**src/rtl/pipe_hazard_ctrl.sv**
```systemverilog
// Hazard controller for a five-stage pipeline: load-use stall, taken-branch flush,
// and HALT drain/stop sequencing, with saturating stall and flush statistics.
module pipe_hazard_ctrl (
    input  logic        clk,
    input  logic        reset,
    input  logic        id_valid,
    input  logic [31:0] id_inst,
    input  logic        ex_valid,
    input  logic        ex_mem_read,
    input  logic [4:0]  ex_rd,
    input  logic        ex_branch_taken,
    output logic        stall_if,
    output logic        stall_id,
    output logic        bubble_ex,
    output logic        flush_if,
    output logic        halted,
    output logic [15:0] stall_cnt,
    output logic [15:0] flush_cnt
);

    typedef enum logic [1:0] {
        ST_RUN    = 2'd0,
        ST_DRAIN  = 2'd1,
        ST_HALTED = 2'd2
    } state_t;

    localparam logic [5:0] OP_STW  = 6'b001101;
    localparam logic [5:0] OP_BEQ  = 6'b001111;
    localparam logic [5:0] OP_HALT = 6'b010001;

    function automatic logic rs_used(input logic [5:0] op);
        return (op <= 6'b010000);
    endfunction

    function automatic logic rt_used(input logic [5:0] op);
        return ((op <= 6'b001010) && (op[0] == 1'b0)) || (op == OP_STW) || (op == OP_BEQ);
    endfunction

    state_t      state_r, state_nxt_s;
    logic [1:0]  drain_r, drain_nxt_s;
    logic [15:0] stall_cnt_r, flush_cnt_r;

    logic [5:0]  op_s;
    logic [4:0]  rs_s, rt_s;
    logic        lu_s, halt_dec_s, lu_stall_s;
    logic        stall_if_s, stall_id_s, bubble_ex_s, flush_if_s, halted_s;
    logic        unused_inst_s;

    assign op_s          = id_inst[31:26];
    assign rs_s          = id_inst[25:21];
    assign rt_s          = id_inst[20:16];
    assign unused_inst_s = ^id_inst[15:0];

    // ex_rd of zero never hazards, which also covers register-0 sources
    assign lu_s = id_valid && ex_valid && ex_mem_read && (ex_rd != 5'd0) &&
                  ((rs_used(op_s) && (rs_s == ex_rd)) || (rt_used(op_s) && (rt_s == ex_rd)));
    assign halt_dec_s = id_valid && (op_s == OP_HALT);

    // Next-state and per-cycle control decode; branch outranks load-use and HALT
    always_comb begin
        state_nxt_s = state_r;
        drain_nxt_s = drain_r;
        stall_if_s  = 1'b0;
        stall_id_s  = 1'b0;
        bubble_ex_s = 1'b0;
        flush_if_s  = 1'b0;
        halted_s    = 1'b0;
        lu_stall_s  = 1'b0;
        case (state_r)
            ST_RUN: begin
                if (ex_branch_taken) begin
                    flush_if_s  = 1'b1;
                    bubble_ex_s = 1'b1;
                end else if (lu_s) begin
                    stall_if_s  = 1'b1;
                    stall_id_s  = 1'b1;
                    bubble_ex_s = 1'b1;
                    lu_stall_s  = 1'b1;
                end else if (halt_dec_s) begin
                    stall_if_s  = 1'b1;
                    drain_nxt_s = 2'd3;
                    state_nxt_s = ST_DRAIN;
                end else begin
                    state_nxt_s = ST_RUN;
                end
            end
            ST_DRAIN: begin
                if (ex_branch_taken) begin
                    flush_if_s  = 1'b1;
                    bubble_ex_s = 1'b1;
                    drain_nxt_s = 2'd0;
                    state_nxt_s = ST_RUN;
                end else begin
                    stall_if_s  = 1'b1;
                    stall_id_s  = 1'b1;
                    bubble_ex_s = 1'b1;
                    drain_nxt_s = drain_r - 2'd1;
                    if (drain_r == 2'd1) begin
                        state_nxt_s = ST_HALTED;
                    end else begin
                        state_nxt_s = ST_DRAIN;
                    end
                end
            end
            ST_HALTED: begin
                stall_if_s  = 1'b1;
                stall_id_s  = 1'b1;
                bubble_ex_s = 1'b1;
                halted_s    = 1'b1;
            end
            default: begin
                state_nxt_s = ST_RUN;
                drain_nxt_s = 2'd0;
            end
        endcase
    end

    // FSM state and drain counter
    always_ff @(posedge clk or negedge reset) begin
        if (!reset) begin
            state_r <= ST_RUN;
            drain_r <= 2'd0;
        end else begin
            state_r <= state_nxt_s;
            drain_r <= drain_nxt_s;
        end
    end

    // Saturating statistics counters
    always_ff @(posedge clk or negedge reset) begin
        if (!reset) begin
            stall_cnt_r <= 16'd0;
            flush_cnt_r <= 16'd0;
        end else begin
            if (lu_stall_s && (stall_cnt_r != 16'hFFFF)) begin
                stall_cnt_r <= stall_cnt_r + 16'd1;
            end else begin
                stall_cnt_r <= stall_cnt_r;
            end
            if (flush_if_s && (flush_cnt_r != 16'hFFFF)) begin
                flush_cnt_r <= flush_cnt_r + 16'd1;
            end else begin
                flush_cnt_r <= flush_cnt_r;
            end
        end
    end

    // Controls are forced quiet while reset is held
    assign stall_if  = reset & stall_if_s;
    assign stall_id  = reset & stall_id_s;
    assign bubble_ex = reset & bubble_ex_s;
    assign flush_if  = reset & flush_if_s;
    assign halted    = reset & halted_s;
    assign stall_cnt = stall_cnt_r;
    assign flush_cnt = flush_cnt_r;

endmodule

```
**config.mk**
```make
export PLATFORM = sky130hd
export DESIGN_NAME = pipe_hazard_ctrl
export DESIGN_NICKNAME = d
export VERILOG_FILES = /design/src/rtl/pipe_hazard_ctrl.sv
export SDC_FILE = /design/constraint.sdc
export NUM_CORES = 1
export LEC_CHECK = 0
export ABC_CLOCK_PERIOD_IN_PS = 4100
export BUFFER_PORTS_ARGS = -buffer_cell sky130_fd_sc_hd__buf_2
export CAP_MARGIN = 10
export CORE_ASPECT_RATIO = 0.7
export CORE_MARGIN = 5
export CORE_UTILIZATION = 50
export CTS_CLUSTER_DIAMETER = 80
export CTS_CLUSTER_SIZE = 30
export DETAILED_ROUTE_END_ITERATION = 16
export GPL_TIMING_DRIVEN = 0
export PLACE_DENSITY_LB_ADDON = 0.08
export RECOVER_POWER = 100
export SYNTH_ARGS = -nofsm -noshare
export SYNTH_HDL_FRONTEND = slang
export SYNTH_SLANG_ARGS = --single-unit
```
**constraint.sdc**
```tcl
create_clock -name clk -period 4.1 [get_ports clk]
set_input_delay 0.205 -clock clk [delete_from_list [all_inputs] [get_ports clk]]
set_output_delay 0.205 -clock clk [all_outputs]
set_load 0.02 [all_outputs]
```
# --- Yosys cells after proc, flatten, opt, wreduce, memory -nomap -nowiden ---
# Cells that the tools add are included.
word_totals:
  mem_count: 0
  latchBits: 0
  out_inout_bits: 37
  rom_bits: 0
  ram_bits: 0
  input_bits: 43
  ff_bits: 36
classes:
  reduce_logical: 19
  n_mul: 0
  n_shift: 0
  n_eq_ne: 13
  n_lt_le_gt_ge: 2
  n_bitwise: 7
  div_mod_pow: 0
  mux: 25
  addsub: 3
ops:
  columns: ["cell", "count"]
  rows:
  - ["16-bit by 1-bit adder with 16-bit output (second input constant)", 2]
  - ["16-bit inequality test (second input constant)", 2]
  - ["2-bit two-way mux", 8]
  - ["6-bit by 4-bit == test with 1-bit output (second input constant)", 2]
  - ["1-bit two-way mux", 12]
  - ["2-bit case mux with 3 select lines", 2]
  - ["5-bit == test", 2]
  - ["1-bit logical AND", 10]
  - ["6-bit by 5-bit == test with 1-bit output (second input constant)", 1]
  - ["6-bit by 4-bit <= comparator with 1-bit output (second input constant)", 1]
  - ["6-bit by 5-bit <= comparator with 1-bit output (second input constant)", 1]
  - ["2-bit inequality test (second input constant)", 3]
  - ["1-bit case mux with 3 select lines", 2]
  - ["1-bit AND", 5]
  - ["5-bit nonzero test", 1]
  - ["2-bit by 1-bit == test with 1-bit output (second input constant)", 2]
  - ["4-bit AND reduction", 1]
  - ["2-bit OR reduction", 2]
  - ["1-bit logical OR", 3]
  - ["3-bit AND reduction", 1]
  - ["2-bit == test (second input constant)", 1]
  - ["2-bit zero test", 1]
  - ["1-bit inverter", 2]
  - ["1-bit case mux with 2 select lines", 1]
  - ["2-bit by 1-bit subtractor with 2-bit output (second input constant)", 1]

# --- Logic depth before layout (Yosys ltp) ---
depth:
  depth_word: 11
  mapped_depth: 8

# --- Worst setup path after synthesis ---
# Ideal clock, no wire load.
synth_timing:
  kind: "register to output"
  start: "register state_r[0]"
  end: "output port bubble_ex"
  path_stages_with_launch: 9
  arrival_ns: 2.054
  n_path_buf: 1
  setup_slack_ns: 1.841
  required_time_ns: 3.895
  path_cell_list: "dfrtp_1 > inv_1 > ha_1 > and3b_1 > o2111ai_2 > a21oi_4 > buf_4 > a211oi_1 > nor3b_1"
synth_between:
  elab_chain_len: 4
synth_lines:
  columns: ["element", "line", "text"]
  rows:
  - ["start, declared", "39", "state_t state_r, state_nxt_s;"]
  - ["start signal, assigned", "124", "state_r <= state_nxt_s;"]
  - ["2-bit by 1-bit == test with 1-bit output or 2-bit == test (tied branches)", "69", "case (state_r)"]
  - ["2-bit OR reduction (no source line)", null, null]
  - ["1-bit case mux with 2 select lines (*)", "69", null]
  - ["1-bit AND (*)", "151", "assign bubble_ex = reset & bubble_ex_s;"]
  - ["end, declared", "14", "output logic bubble_ex,"]
# Mark *: on every way between the ends. The rest lies on a longest branch, timed or not.

# --- Final worst setup path ---
# Ends and elaborated chain as after synthesis.

==> impl_metrics.tcl <==
set metrics [dict create \
    cp.arrival_ps 2950 \
    worst_setup_path_class "reg2out" \
    die-width_um 87.1 \
    post-route-cell-area_um2 2480 \
    placed_cells 316 \
    cell_by_cell_listing_of_the_critical_path "inv_1 > ha_1 > and3b_1 > o2111ai_2 > a21oi_1 > buf_4 > a211oi_1 > nor3b_1 > clkbuf_1" \
    violations "capacitance limit, slew limit" \
    top_layer_used "met4" \
    initial_utilization 0.524 \
    drv_slew 41 \
    worst-endpoint-required_ps 3890 \
    finish.utilization 0.625 \
    layout_commonest_cell "sky130_fd_sc_hd__clkbuf_1" \
    finalClockSkew_ps 8.24 \
    worst-path-buf-inv 3 \
    most-common-layout-cells "38 x sky130_fd_sc_hd__clkbuf_1, 36 x sky130_fd_sc_hd__dfrtp_1, 26 x sky130_fd_sc_hd__buf_2, 24 x sky130_fd_sc_hd__xnor2_1" \
    reg2reg_setup_slack_ps 1580 \
    clock_insertion_delay_worst_skew_ps 290 \
    clock_sink_count 36 \
    synthArstFlopShare 1.00 \
    r2r-end "stall_cnt[1]" \
    detailroute.wirelength.met3_um 229 \
    ir_drop_mv 0.353 \
    cts.root.buffer_cell "sky130_fd_sc_hd__clkbuf_8" \
    yosys_register_bits 36 \
    post-synth-top-area-fraction 0.433 \
    antenna_left 0 \
    synth-seq-area-share 0.433 \
    number_of_flops_mapped_to_enable_cells_by_yosys 0 \
    grt_start_max_net_pins 41 \
    crit-reg2reg-launch "state_r[0]" \
    hold_end "drain_r[0]" \
    synth.net_count 252 \
    cellPowerDensity_nw_per_um2 354 \
    worstPathMaxFanout 10 \
    rsz_0062_raised_after_global_routing "false" \
    post-route-min-period_ps 3160 \
    setup_viol_count_final 0 \
    grt.total_usage 0.173 \
    fmax_mhz 317 \
    hold_start "ex_branch_taken" \
    first_pass_grt_wire_length_mm 7.75 \
    core_area_um2 3970 \
    first_global_vias 1634 \
    synthDistinctLibCells 44 \
    area.sequential_um2 901 \
    portBuffers 62 \
    detail_route.wirelength.met1_mm 2.29 \
    run_status "finished with violations" \
    critPathLaunchType "flip-flop" \
    cap_viol_max_count 1 \
    ctsHtreeMaxLevel 2 \
    grt_remaining_overflow 0 \
    library_cell_occupying_the_most_area_in_the_post_synthesis_netlist "sky130_fd_sc_hd__dfrtp_1" \
    y_dimension_of_the_die_um 64.0 \
    hold_path.class "in2reg" \
    synthesis.area_per_instance_um2 10.3 \
    timing.final.crit_share 0.771 \
    cts_max_path_buffers 2 \
    power.static_leakage_nw 1.11 \
    place_congestion 0.845 \
    crit_path_end_kind "primary output" \
    post-cts-setup-buffer-count 0 \
    postRouteWirelength_mm 4.58 \
    timing.setup.tns_ps 0 \
    antenna_found_initial 0 \
    dieArea_um2 5580 \
    drc_errors 0 \
    tightest_slew_ps 2010 \
    post_layout_nonfiller_instances 324 \
    synth.top_cells.by_area "sky130_fd_sc_hd__dfrtp_1 43%, sky130_fd_sc_hd__xnor2_1 10%, sky130_fd_sc_hd__xor2_1 5.9%" \
    yosysWarnings 0 \
    syn-cell-area_um2 2080 \
    slowest_delay_ps 640 \
    drtIter0Drc 59 \
    post_route_cells_drive_above_1_share 0.143 \
    instance_count_of_the_mapped_netlist 202 \
    cp_slowest_cell "sky130_fd_sc_hd__a21oi_1" \
    whs_path_depth 2 \
    layout.nets 321 \
    nFillCells 346 \
    worst_path_dominant_cell_family "compound AO/OA/AOI/OAI gates" \
    timing.reg2reg.worst_path_depth 7 \
    boundaryPins 80 \
    cts_tree "done" \
    area_delta_synth_final_pct 19.2 \
    cts-resized-gates 0 \
    timing.max_slew.rel_slack -0.343 \
    rows 19 \
    diodes 0 \
    routed_wire_length_per_instance_um 14.1 \
    cts.hold.buffers_added 0 \
    detailroute.wirelength.met2_mm 2.02 \
    via_count 1752 \
    dpl.hpwl_mm 3.44 \
    multi_input_comb_area_um2 1120 \
    viasPerCell 5.41 \
    timing_hold_violations_final 0 \
    cts_buffers 5 \
    drt-pass1-iter-count 5 \
    synthFlopType "sky130_fd_sc_hd__dfrtp_1" \
    postPlaceCellArea_um2 2460 \
    fin_worst_hold_slack_ps 273 \
    path_clk_slew_ps 70 \
]
[sequential cells by signal, summed over array words and instances (netlist names)]
name       count
stall_cnt     16
flush_cnt     16
state_r        2
drain_r        2
[kinds of logic after synthesis]
| kind of cell | after synthesis | share of synthesized area |
|---|---|---|
| compound gates | 19 | 0.0823 |
| buf+inv | 10 | 0.0204 |
| flops | 36 | 0.433 |
| mux | 5 | 0.0264 |
| fa+ha+maj | 7 | 0.0421 |
| xor+xnor | 38 | 0.160 |
| simple gates | 87 | 0.236 |
[stage by stage]
step | worst slack (ps) | power [W]
after floorplan | 1840 | 0.000564
after global placement | 1730 | 0.000641
after detailed placement | 1700 | 0.000644
after CTS | 1370 | 0.000899
after global routing | 673 | 0.000932
final | 940 | 0.000877
[final cells by class]
type | count | area share
plain buffers | 3 | 0.00656
inverters | 7 | 0.0106
clock buffers | 5 | 0.0277
flip-flops and latches | 36 | 0.363
multi-input cells | 156 | 0.452
well taps | 52 | 0.0262
repair buffers | 62 | 0.106
clock inverters | 3 | 0.00756
[worst max path at each step]
stage                          start   endpoint  slack [ps]  cells past startpoint
final                     state_r[0]  bubble_ex         940                      9
after global routing      state_r[0]  bubble_ex         670                      9
after CTS                 state_r[0]  bubble_ex        1370                      9
after floorplan           state_r[0]  bubble_ex        1840                      8
after global placement    state_r[0]  bubble_ex        1730                      9
after detailed placement  state_r[0]  bubble_ex        1700                      9
[cells in the mapped netlist, drive strengths merged, types with 3 or more instances]
master / number
nor3b: 3
nor2: 12
nor3: 6
and4: 5
nand4: 12
xnor2: 24
nand2: 14
and2: 4
mux2: 4
dfrtp: 36
and3: 7
xor2: 14
nand3: 13
inv: 7
ha: 7
a21oi: 4
[layer usage]
layer	up-vias	GRT usage
met5	-	0
met4	0	0.0460
met3	5	0.0398
met2	40	0.256
met1	842	0.256
li1	865	-
[where the power goes]
group | internal [W] | switching, W
Sequential | 0.000396 | 0.0000440
Combinational | 0.0000728 | 0.000115
Clock | 0.000118 | 0.000131
Total | 0.000587 | 0.000290
(Power assumes the default switching activity.)
